--- src/rtl/uart_pkg.sv ---
// Shared definitions for the UART transmit arbiter: 8N1 frame constants and the
// arbiter state encoding.
package uart_pkg;

    localparam int UART_DATA_BITS  = 8;
    localparam int UART_FRAME_BITS = 10;

    typedef enum logic {
        ARB_IDLE = 1'b0,
        ARB_OWN  = 1'b1
    } arb_state_t;

    function automatic logic [1:0] owner_onehot(input logic owner);
        return owner ? 2'b10 : 2'b01;
    endfunction

endpackage

--- src/rtl/uart_tx_arbiter_if.sv ---
// Byte-stream request port pair shared by the console (req0) and debug reporter (req1).
// Handshake: a byte moves on a clock edge where reqN_valid && reqN_ready are both high;
// while valid is high and ready low, the requester holds data and last stable.
interface uart_tx_arbiter_if;
    import uart_pkg::*;

    logic                      req0_valid;
    logic [UART_DATA_BITS-1:0] req0_data;
    logic                      req0_last;
    logic                      req0_ready;
    logic                      req1_valid;
    logic [UART_DATA_BITS-1:0] req1_data;
    logic                      req1_last;
    logic                      req1_ready;

    modport master (
        output req0_valid, req0_data, req0_last,
        output req1_valid, req1_data, req1_last,
        input  req0_ready, req1_ready
    );

    modport slave (
        input  req0_valid, req0_data, req0_last,
        input  req1_valid, req1_data, req1_last,
        output req0_ready, req1_ready
    );

endinterface

--- src/rtl/uart_tx_serializer.sv ---
// 8N1 LSB-first serializer. Ready when idle and in the last cycle of the stop bit,
// so a byte offered back-to-back starts its start bit with no idle gap.
module uart_tx_serializer
    import uart_pkg::*;
#(
    parameter int unsigned CLK_DIV = 868
) (
    input  logic                      clk,
    input  logic                      reset,
    input  logic                      in_valid,
    input  logic [UART_DATA_BITS-1:0] in_data,
    output logic                      in_ready,
    output logic                      busy,
    output logic                      txd
);

    localparam logic [15:0] DIV_LAST = 16'(CLK_DIV - 1);
    localparam logic [3:0]  STOP_IDX = 4'(UART_FRAME_BITS - 1);

    logic [15:0] baud_cnt;
    logic [3:0]  bit_idx;
    logic [8:0]  shift_q;
    logic        busy_q;
    logic        txd_q;
    logic        bit_end;

    assign bit_end  = (baud_cnt == DIV_LAST);
    assign in_ready = !busy_q || ((bit_idx == STOP_IDX) && bit_end);
    assign busy     = busy_q;
    assign txd      = txd_q;

    // bit_idx 0 is the start bit, 1..8 the data bits, 9 the stop bit; the
    // shift register carries the data bits followed by the stop bit.
    always_ff @(posedge clk) begin
        if (reset) begin
            baud_cnt <= 16'd0;
            bit_idx  <= 4'd0;
            shift_q  <= 9'h1ff;
            busy_q   <= 1'b0;
            txd_q    <= 1'b1;
        end else if (in_valid && in_ready) begin
            baud_cnt <= 16'd0;
            bit_idx  <= 4'd0;
            shift_q  <= {1'b1, in_data};
            busy_q   <= 1'b1;
            txd_q    <= 1'b0;
        end else if (busy_q) begin
            if (bit_end) begin
                baud_cnt <= 16'd0;
                if (bit_idx == STOP_IDX) begin
                    bit_idx <= 4'd0;
                    busy_q  <= 1'b0;
                    txd_q   <= 1'b1;
                end else begin
                    bit_idx <= bit_idx + 4'd1;
                    txd_q   <= shift_q[0];
                    shift_q <= {1'b1, shift_q[8:1]};
                end
            end else begin
                baud_cnt <= baud_cnt + 16'd1;
            end
        end
    end

endmodule

--- src/rtl/uart_tx_arbiter.sv ---
// Round-robin, packet-locked arbiter sharing rs232_dce_txd between two requesters,
// with an idle timeout that revokes a stalled grant.
module uart_tx_arbiter
    import uart_pkg::*;
#(
    parameter int unsigned CLK_DIV = 868,
    parameter int unsigned TIMEOUT = 4096
) (
    input  logic             clk,
    input  logic             reset,
    uart_tx_arbiter_if.slave req,
    output logic [1:0]       grant,
    output logic             busy,
    output logic             timeout_evt,
    output logic             rs232_dce_txd,
    output arb_state_t       state_dbg
);

    localparam logic [15:0] TMO_LAST = 16'(TIMEOUT - 1);

    arb_state_t                state, state_n;
    logic                      owner, owner_n;
    logic                      last_owner, last_owner_n;
    logic [15:0]               tmo_cnt, tmo_n;
    logic                      evt_q, evt_n;
    logic                      ser_ready;
    logic                      owner_valid;
    logic                      owner_last;
    logic                      xfer;
    logic [UART_DATA_BITS-1:0] owner_data;

    assign owner_valid = owner ? req.req1_valid : req.req0_valid;
    assign owner_last  = owner ? req.req1_last  : req.req0_last;
    assign owner_data  = owner ? req.req1_data  : req.req0_data;
    assign xfer        = (state == ARB_OWN) && owner_valid && ser_ready;

    assign req.req0_ready = (state == ARB_OWN) && !owner && ser_ready;
    assign req.req1_ready = (state == ARB_OWN) &&  owner && ser_ready;
    assign grant          = (state == ARB_OWN) ? owner_onehot(owner) : 2'b00;
    assign timeout_evt    = evt_q;
    assign state_dbg      = state;

    always_ff @(posedge clk) begin
        if (reset) begin
            state      <= ARB_IDLE;
            owner      <= 1'b0;
            last_owner <= 1'b1;
            tmo_cnt    <= 16'd0;
            evt_q      <= 1'b0;
        end else begin
            state      <= state_n;
            owner      <= owner_n;
            last_owner <= last_owner_n;
            tmo_cnt    <= tmo_n;
            evt_q      <= evt_n;
        end
    end

    always_comb begin
        state_n      = state;
        owner_n      = owner;
        last_owner_n = last_owner;
        tmo_n        = tmo_cnt;
        evt_n        = 1'b0;
        case (state)
            ARB_IDLE: begin
                tmo_n = 16'd0;
                if (req.req0_valid || req.req1_valid) begin
                    state_n = ARB_OWN;
                    owner_n = (req.req0_valid && req.req1_valid) ? !last_owner : req.req1_valid;
                end
            end
            ARB_OWN: begin
                // A transfer always outranks the timeout, so a last byte never raises timeout_evt.
                if (xfer) begin
                    tmo_n = 16'd0;
                    if (owner_last) begin
                        state_n      = ARB_IDLE;
                        last_owner_n = owner;
                    end
                end else if (!owner_valid && ser_ready) begin
                    if (tmo_cnt == TMO_LAST) begin
                        state_n      = ARB_IDLE;
                        last_owner_n = owner;
                        evt_n        = 1'b1;
                        tmo_n        = 16'd0;
                    end else begin
                        tmo_n = tmo_cnt + 16'd1;
                    end
                end
            end
            default: state_n = ARB_IDLE;
        endcase
    end

    uart_tx_serializer #(.CLK_DIV(CLK_DIV)) u_ser (
        .clk     (clk),
        .reset   (reset),
        .in_valid(xfer),
        .in_data (owner_data),
        .in_ready(ser_ready),
        .busy    (busy),
        .txd     (rs232_dce_txd)
    );

endmodule

--- src/flat_wrapper.sv ---
// flat-port wrapper written by rule: the top's interface ports become plain ports
module uart_tx_arbiter_flat import uart_pkg::*;
#(
    parameter int unsigned CLK_DIV = 868,
    parameter int unsigned TIMEOUT = 4096
)
  (clk, reset, grant, busy, timeout_evt, rs232_dce_txd, state_dbg, req_req0_valid, req_req0_data, req_req0_last, req_req1_valid, req_req1_data, req_req1_last, req_req0_ready, req_req1_ready);
  uart_tx_arbiter_if req_i ();
  input  logic clk;
  input  logic reset;
  output logic [1:0] grant;
  output logic busy;
  output logic timeout_evt;
  output logic rs232_dce_txd;
  output arb_state_t state_dbg;
  input wire logic [$bits(req_i.req0_valid)-1:0] req_req0_valid;
  input wire logic [$bits(req_i.req0_data)-1:0] req_req0_data;
  input wire logic [$bits(req_i.req0_last)-1:0] req_req0_last;
  input wire logic [$bits(req_i.req1_valid)-1:0] req_req1_valid;
  input wire logic [$bits(req_i.req1_data)-1:0] req_req1_data;
  input wire logic [$bits(req_i.req1_last)-1:0] req_req1_last;
  output wire logic [$bits(req_i.req0_ready)-1:0] req_req0_ready;
  output wire logic [$bits(req_i.req1_ready)-1:0] req_req1_ready;
  assign req_i.req0_valid = req_req0_valid;
  assign req_i.req0_data = req_req0_data;
  assign req_i.req0_last = req_req0_last;
  assign req_i.req1_valid = req_req1_valid;
  assign req_i.req1_data = req_req1_data;
  assign req_i.req1_last = req_req1_last;
  assign req_req0_ready = req_i.req0_ready;
  assign req_req1_ready = req_i.req1_ready;
  uart_tx_arbiter #(.CLK_DIV(CLK_DIV), .TIMEOUT(TIMEOUT)) u_core (.clk(clk), .reset(reset), .req(req_i), .grant(grant), .busy(busy), .timeout_evt(timeout_evt), .rs232_dce_txd(rs232_dce_txd), .state_dbg(state_dbg));
endmodule
--- config.mk ---
export PLATFORM = sky130hd
export DESIGN_NAME = uart_tx_arbiter_flat
export DESIGN_NICKNAME = d
export VERILOG_FILES = /design/src/rtl/uart_pkg.sv /design/src/rtl/uart_tx_arbiter_if.sv /design/src/rtl/uart_tx_serializer.sv /design/src/rtl/uart_tx_arbiter.sv /design/src/flat_wrapper.sv
export SDC_FILE = /design/constraint.sdc
export NUM_CORES = 1
export LEC_CHECK = 0
export ABC_AREA = 1
export BUFFER_PORTS_ARGS = -buffer_cell sky130_fd_sc_hd__buf_2
export CAP_MARGIN = 5
export CORE_UTILIZATION = 30
export DETAILED_ROUTE_END_ITERATION = 16
export PLACE_DENSITY = 0.53
export SLEW_MARGIN = 20
export SYNTH_ARGS = -nofsm -noshare
export SYNTH_HDL_FRONTEND = slang
export SYNTH_SLANG_ARGS = --single-unit
--- constraint.sdc ---
create_clock -name clk -period 1.6 [get_ports clk]
set_input_delay 0.16 -clock clk [delete_from_list [all_inputs] [get_ports clk]]
set_output_delay 0.16 -clock clk [all_outputs]
set_load 0.1 [all_outputs]
==> results of run 1 <==
power by group:
part           total [mW]  leakage, nW  internal (mW)  switching (mW)
logic               0.595         1.22          0.230           0.365
clock network       0.740       0.0416          0.303           0.437
registers            1.30        0.411           1.28          0.0271
cell families (layout without fill, tap and decap cells):
logic type                 after synthesis  count (layout)  synth area share [%]
xor gates and xnor gates                 9               9                  2.76
muxes                                    7               7                  2.46
buffers and inverters                   55             147                  8.64
DFF                                     50              50                  35.1
and+or+nand+nor                        248             248                  41.8
adders and majority gates                2               2                 0.877
AOI/OAI and AO/OA                       43              43                  8.37
sequential cells by signal, summed over array words and instances (netlist names), 4 cells and up:
name,flops
u_core.u_ser.bit_idx,4
u_core.tmo_cnt,16
u_core.u_ser.shift_q,8
u_core.u_ser.baud_cnt,16
what timing repair did:
item                       in CTS  in global routing
setup endpoints to repair      37                 50
hold buffers                    0                  0
pin swaps                      11                 10
buffers inserted               10                  2
gates resized for setup        31                 46
gates cloned                    1                  1
cell usage after synthesis (all sizes together) (2+ instances only):
cell	n	area (sq um)
nand4	14	87.6
nor2	56	255
nor3	18	100
mux2i	7	70.1
dfxtp	50	1000
nand2	113	457
nand3b	2	15.0
xnor2	2	17.5
nor3b	5	52.6
o21ai	14	73.8
xor2	7	61.3
or2	3	18.8
clkbuf	4	15.0
inv	43	161
a21oi	22	110
ha	2	25.0
buf	8	70.1
nand3	37	208
o21bai	2	15.0
worst paths after layout:
path,startpoint,to,slack [ns],cells past startpoint
worst min-delay path,req_req1_valid,u_core.owner$_SDFFE_PP0P_,0.16,3
worst max register to register,u_core.u_ser.baud_cnt[0]$_SDFFE_PP0P_,u_core.tmo_cnt[0]$_SDFFE_PP0P_,-0.17,14
worst min register to register,u_core.last_owner$_SDFFE_PP1P_,u_core.last_owner$_SDFFE_PP1P_,0.47,2
worst max-delay path,u_core.u_ser.baud_cnt[0]$_SDFFE_PP0P_,req_req0_ready,-0.20,9
metal layers:
layer,share of wire [%],GRT usage [%],wire length [um],up-vias
met5,0,0,0,-
met4,0.91,3.73,67,0
met3,3.6,2.67,267,7
met2,48,26.3,3530,48
met1,47,19.9,3480,1339
li1,-,-,-,1535
worst register-to-register path, stage by stage (launching register included):
cell,delay (ns)
dfxtp_2,0.36
ha_4,0.15
nand2_4,0.05
nor2_4,0.11
nand3_2,0.10
nand2_4,0.08
buf_12,0.11
inv_8,0.04
buf_4,0.12
buf_6,0.12
nand2_8,0.10
buf_12,0.12
nand2_8,0.05
nand2_8,0.11
nor2_1,0.06
per-stage QoR:
step                      hold WS [ns]  setup TNS, ns
after floorplan                  0.324         -0.505
after global placement           0.450          -1.51
after detailed placement         0.455          -1.82
after CTS                        0.150          -3.45
after global routing             0.152          -7.48
final                            0.157          -3.44
cell type report:
type,instances,area [sq um]
fill,936,5050
inverter,43,179
timing repair buffer,97,807
tap,129,161
sequential,50,1020
clock buffer,6,72.6
multi-input combinational,309,1940
clock inverter,1,6.26
==> metrics.md, run 1 <==
| Metric | Value |
|---|---|
| Outcome | finished with violations |
| Failing checks | negative setup slack |
| Num rows | 35 |
| Final Max Tran Viols | 0 |
| Drt pass-1 iters | 4 |
| Period utilization | 112% |
| Ys Warns | 0 |
| Crit Path Class | register to output pin |
| Gr usage total | 15.3% |
| Setup crit end kind | output pin |
| # diodes | 0 |
| Die height | 99.5 um |
| Most frequent cells in the layout | 94 x nand2_1, 55 x buf_4, 38 x dfxtp_1 |
| Final Cell Area | 4190 sq um |
| Routed WL | roughly 7.3 mm |
| Syn Std Cell Area | between 2000 and 3000 sq um |
| Unrepaired setup endpoints after global routing | yes |
| Hold Fails Final Rpt | 0 |
| Final core utilization | 45.3% |
| Min cycle time layout | 1.80 ns |
| Post-place setup slack | -0.111 ns |
| Register bit count reported by yosys | 50 |
| Detailed Place HPWL | about 5.3 mm |
| Slew @ Worst Pin | between 0.5 and 0.6 ns |
| Starting Density | a little under a third |
| Async set-or-reset flop fraction in the synthesized netlist | 0% |
| H-Tree Depth | 2 |
| Critical Path RT | approximately 1.4 ns |
| WL/cell | 11.6 um |
| Max Root-Sink Buffers | 2 |
| Critical-path top delay cell | dfxtp_2 |
| Total I/O pin count | 30 |
| Core ar. | between 9000 and 10000 sq um |
| Peak VDD IR | 0.000332 V |
| Die width | 99.5 um |
| Ratio of cells with drive above 1 in the final layout | about two fifths |
| Final worst setup slack | -0.198 ns |
| Ys flop type | dfxtp_1 |
| Die area | between 9000 and 10000 sq um |
| Post-Place Cells | 614 |
| First-pass GRT wire length | 12.4 mm |
| CTS tree | built |
| Slew HR | 65.1% |
| Worst Path Buf+Inv | 3 |
| Initial antenna violation count | 0 |
| Synth Instances | a little over 400 |
| Nets | 530 |
| Critical Path Start Type | register |
| Via count | about 2900 |
| Vias in the first global route | 2721 |
| Remaining Overflow, GRT | 0 |
| Crit Path Max Fanout | 3 |
| Post-route insts no fill | roughly 640 |
| Worst path top cell family by delay | simple AND/OR/NAND/NOR gates |
| Drc violations | 0 |
| Antenna viol nets, final | 0 |
| Skew-Pair Late Insertion Delay | 0.31 ns |
| Post-Place Cell Area | between 3000 and 4000 sq um |
| Total leakage power | between 1.5 and 2 nW |
| Most common cell after layout, fill and taps aside | nand2_1 |
| Syn Nets | 438 |
| Slowest stage delay, CP | 0.36 ns |
| HP Class | input port to register |
| Clock skew | between 0.01 and 0.015 ns |
| Via density | approximately 4.6 |
| Worst-path cell chain | ha_4, nand2_4, nor2_4, nand3_2, nand2_4, buf_12, inv_8, nor3_4, buf_12 |
| Number of max-cap violations | 0 |
| Num CTS Buffers | 5 |
| Final setup fails | 38 |
| Max Fclk | 0.556 GHz |
| Sequential cell area fraction in the yosys report | roughly a third |
| Pin count of the biggest net entering global routing | 15 |
| # clock sinks | 50 |
| Syn avg cell area | 6.89 sq um |
| CTS Root Cell | clkbuf_8 |
| Post-synth EDFFs | 0 |
| Power density cells | 630 nW/um^2 |
| Total power draw | 2.64 mW |
| Clk pin slew, worst setup/hold paths | 0.09 ns |
| # port buffers | 29 |
| Gpl congestion | 0.878 |
| Area growth from synthesis to layout | 46.6% |
| Arrival time worst endpoint | 1.64 ns |
| Synth cell types | 38 |
| DR iter-0 viols | 69 |
(Power assumes the default switching activity.)
==> run 2: changes to the inputs <==
- PLACE_DENSITY: 0.53 -> default
==> run 2 against run 1 <==
  * Worst hold slack worse by 0.025 ns
  * First-iteration DRC count is 33% higher
  * The flow still finishes with violations (negative setup slack)
  * Sequential cell count stayed put
  * Clock power is 3% higher
==> metrics.md, run 2 (synthesized netlist as in run 1, its figures left out) <==
| Metric | Value |
|---|---|
| Outcome | finished with violations |
| Failing checks | negative setup slack |
| Hold Fails Final Rpt | 0 (unchanged) |
| Top sig layer | met4 |
| Internal cell power | 1.79 mW (-0.89%) |
| Area growth from synthesis to layout | 47.3% |
| Met3 wire len | 211 um (-21%) |
| Total I/O pin count | 30 (unchanged) |
| Critical Path Start Type | register |
| Peak VDD IR | 0.000351 V (+5.8%) |
| Arrival time worst endpoint | 1.66 ns (+0.02 ns) |
| Final setup fails | 32 (-16%) |
| Drc violations | 0 (unchanged) |
| Sw frac | 31.8% (+0.35 points) |
| Metal2 WL | 3.71 mm (+5.1%) |
| Clk pin slew, worst setup/hold paths | 0.09 ns (about the same) |
| Initial antenna violation count | 0 (unchanged) |
| Num CTS Buffers | 5 (unchanged) |
| Detailed Place HPWL | 5.33 mm (+0.54%) |
| Via density | 4.61 (about the same) |
| WL/cell | 11.7 um (+0.93%) |
| Final Cell Area | 4200 sq um (+0.42%) |
| Critical-path top delay cell | dfxtp_2 |
| Total leakage power | 1.69 nW (+1.4%) |
| # diodes | 0 (unchanged) |
| Number of max-cap violations | 0 (unchanged) |
| Hold Path Origin | req_req1_valid |
| Critical Path RT | 1.44 ns (about the same) |
| Slowest stage delay, CP | 0.37 ns (about the same) |
| Sequential share of power | 49.6% (+0.2 points) |
| R2r startpoint | u_core.u_ser.baud_cnt[0]$_SDFFE_PP0P_ |
| Crit Path Class | register to output pin |
| Final Max Tran Viols | 0 (unchanged) |
| Most common cell after layout, fill and taps aside | nand2_1 |
| # fillers | 914 (-2.4%) |
| Worst Path Buf+Inv | 3 (unchanged) |
| Post-place setup slack | -0.124 ns (-0.0126 ns) |
| Vias in the first global route | 2724 (+0.11%) |
| # clock sinks | 50 (unchanged) |
| Max Fclk | 0.551 GHz (-0.97%) |
| Drt pass-1 iters | 4 (unchanged) |
| Gr usage total | 15.2% (-0.092 points) |
| CTS Root Cell | clkbuf_8 |
| Unrepaired setup endpoints after global routing | yes |
| H-Tree Depth | 2 (unchanged) |
| Nets | 541 (+2.1%) |
| Clock share of power | 28.9% (+0.9 points) |
| Worst-path cell chain | ha_4, nand2_4, nor2_4, nand3_2, nand2_4, buf_6, inv_8, nor3_4, buf_12 |
| Crit Path Max Fanout | 3 (unchanged) |
| NetSw | 0.835 mW (+0.74%) |
| Antenna viol nets, final | 0 (unchanged) |
| HP Class | input port to register |
| Starting Density | 30.9% (unchanged) |
| Clock skew | 0.00801 ns (-0.00532 ns) |
| # port buffers | 29 (unchanged) |
| Die area | 9910 sq um (unchanged) |
| R2R setup slack | -0.19 ns (-0.02 ns) |
| Critical path startpoint | u_core.u_ser.baud_cnt[0]$_SDFFE_PP0P_ |
| WHS | 0.132 ns (-0.0253 ns) |
| First-pass GRT wire length | 12.3 mm (-0.33%) |
| CTS tree | built |
| Met1 WL | 3.53 mm (+1.4%) |
| Slew @ Worst Pin | 0.498 ns (-0.0244 ns) |
| Die height | 99.5 um (unchanged) |
| Worst path top cell family by delay | simple AND/OR/NAND/NOR gates |
| Via count | 2985 (+1.9%) |
| Num rows | 35 (unchanged) |
| Setup crit end kind | output pin |
| Final core utilization | 45.5% (+0.19 points) |
| Largest regs | u_core.tmo_cnt: 16 flops, u_core.u_ser.baud_cnt: 16 flops, u_core.u_ser.shift_q: 8 flops |
| DR iter-0 viols | 92 (+33%) |
| Die width | 99.5 um (unchanged) |
| Most frequent cells in the layout | 88 x nand2_1, 63 x buf_4, 38 x dfxtp_1 |
| Min cycle time layout | 1.82 ns (+0.0176 ns) |
| Skew-Pair Late Insertion Delay | 0.31 ns (about the same) |
| Max Root-Sink Buffers | 2 (unchanged) |
| Power density cells | 625 nW/um^2 (-0.79%) |
| Most used cell, CP | nand2_4 |
| Total power draw | 2.63 mW (-0.38%) |
| Pin count of the biggest net entering global routing | 16 (+1) |
| Comb pwr share | 21.5% (-1.0 points) |
| Remaining Overflow, GRT | 0 (unchanged) |
| Gpl congestion | 0.832 (-5.2%) |
| Period utilization | 113% (+1.1 points) |
| Slew HR | 67.0% (+1.9 points) |
| Post-Place Cell Area | 3640 sq um (-0.55%) |
| Ratio of cells with drive above 1 in the final layout | 41.9% (+2.0 points) |
| Final worst setup slack | -0.216 ns (-0.0176 ns) |
| Core ar. | 9240 sq um (unchanged) |
| Routed WL | 7.55 mm (+2.8%) |
-- run 2: cell count changes in the layout (fill, tap and decap cells not counted), sizes merged --
cell / before / now
clkbuf: 7 / 6
clkinvlp: 2 / 1
buf: 96 / 107
clkinv: 0 / 2
nand2: 113 / 114
-- run 2: final timing paths --
| kind | endpoint | cells after the start |
|---|---|---|
| max | req_req0_ready | 9 |
| min | u_core.owner$_SDFFE_PP0P_ | 3 |
| max reg2reg | u_core.tmo_cnt[12]$_SDFFE_PP0P_ | 15 |
| min reg2reg | u_core.last_owner$_SDFFE_PP1P_ | 2 |
-- run 2: routing by layer --
| layer | up-vias | GRT usage (%) |
|---|---|---|
| li1 | 1554 | - |
| met5 | - | 0 |
| met1 | 1376 | 19.4 |
| met4 | 0 | 3.51 |
| met3 | 10 | 2.95 |
| met2 | 45 | 26.4 |
-- run 2: power by group through the flow --
stage | registers, mW | logic (mW) | clock network (mW)
after floorplan | 1.37 | 0.295 | 0
after global placement | 1.33 | 0.473 | 0
after detailed placement | 1.33 | 0.479 | 0
after CTS | 1.30 | 0.528 | 0.784
after global routing | 1.31 | 0.610 | 0.823
final | 1.30 | 0.565 | 0.759
-- run 2: layout make-up --
class	instances	area, sq um	share of cell area (%)
Inverter	43	175	4.17
Multi-Input combinational cell	310	1930	45.9
Clock buffer	6	72.6	1.73
Sequential cell	50	1020	24.4
Tap cell	129	161	3.84
Timing Repair Buffer	107	826	19.6
Clock inverter	2	13.8	0.327
-- run 2: worst reg2reg max path: cells and delay by family (launching register included) --
family | cells | cell delay [ns]
DFF | 1 | 0.37
and+or+nand+nor | 9 | 0.68
adders and majority gates | 1 | 0.16
buffers and inverters | 5 | 0.53
-- run 2: per-stage QoR --
| stage | cells | setup TNS [ns] |
|---|---|---|
| global route | 647 | -6.00 |
| CTS | 634 | -1.48 |
| finish | 647 | -2.54 |
| floorplan | 414 | -0.505 |
| detailed placement | 618 | -1.68 |
| global placement | 618 | -1.01 |
-- run 2: timing repair --
action | CTS | global route
pin swaps | 19 | 30
hold buffers | 0 | 0
setup buffers | 7 | 13
endpoints found under the setup margin | 31 | 44
gates resized for setup | 31 | 52
cloned | 2 | 0
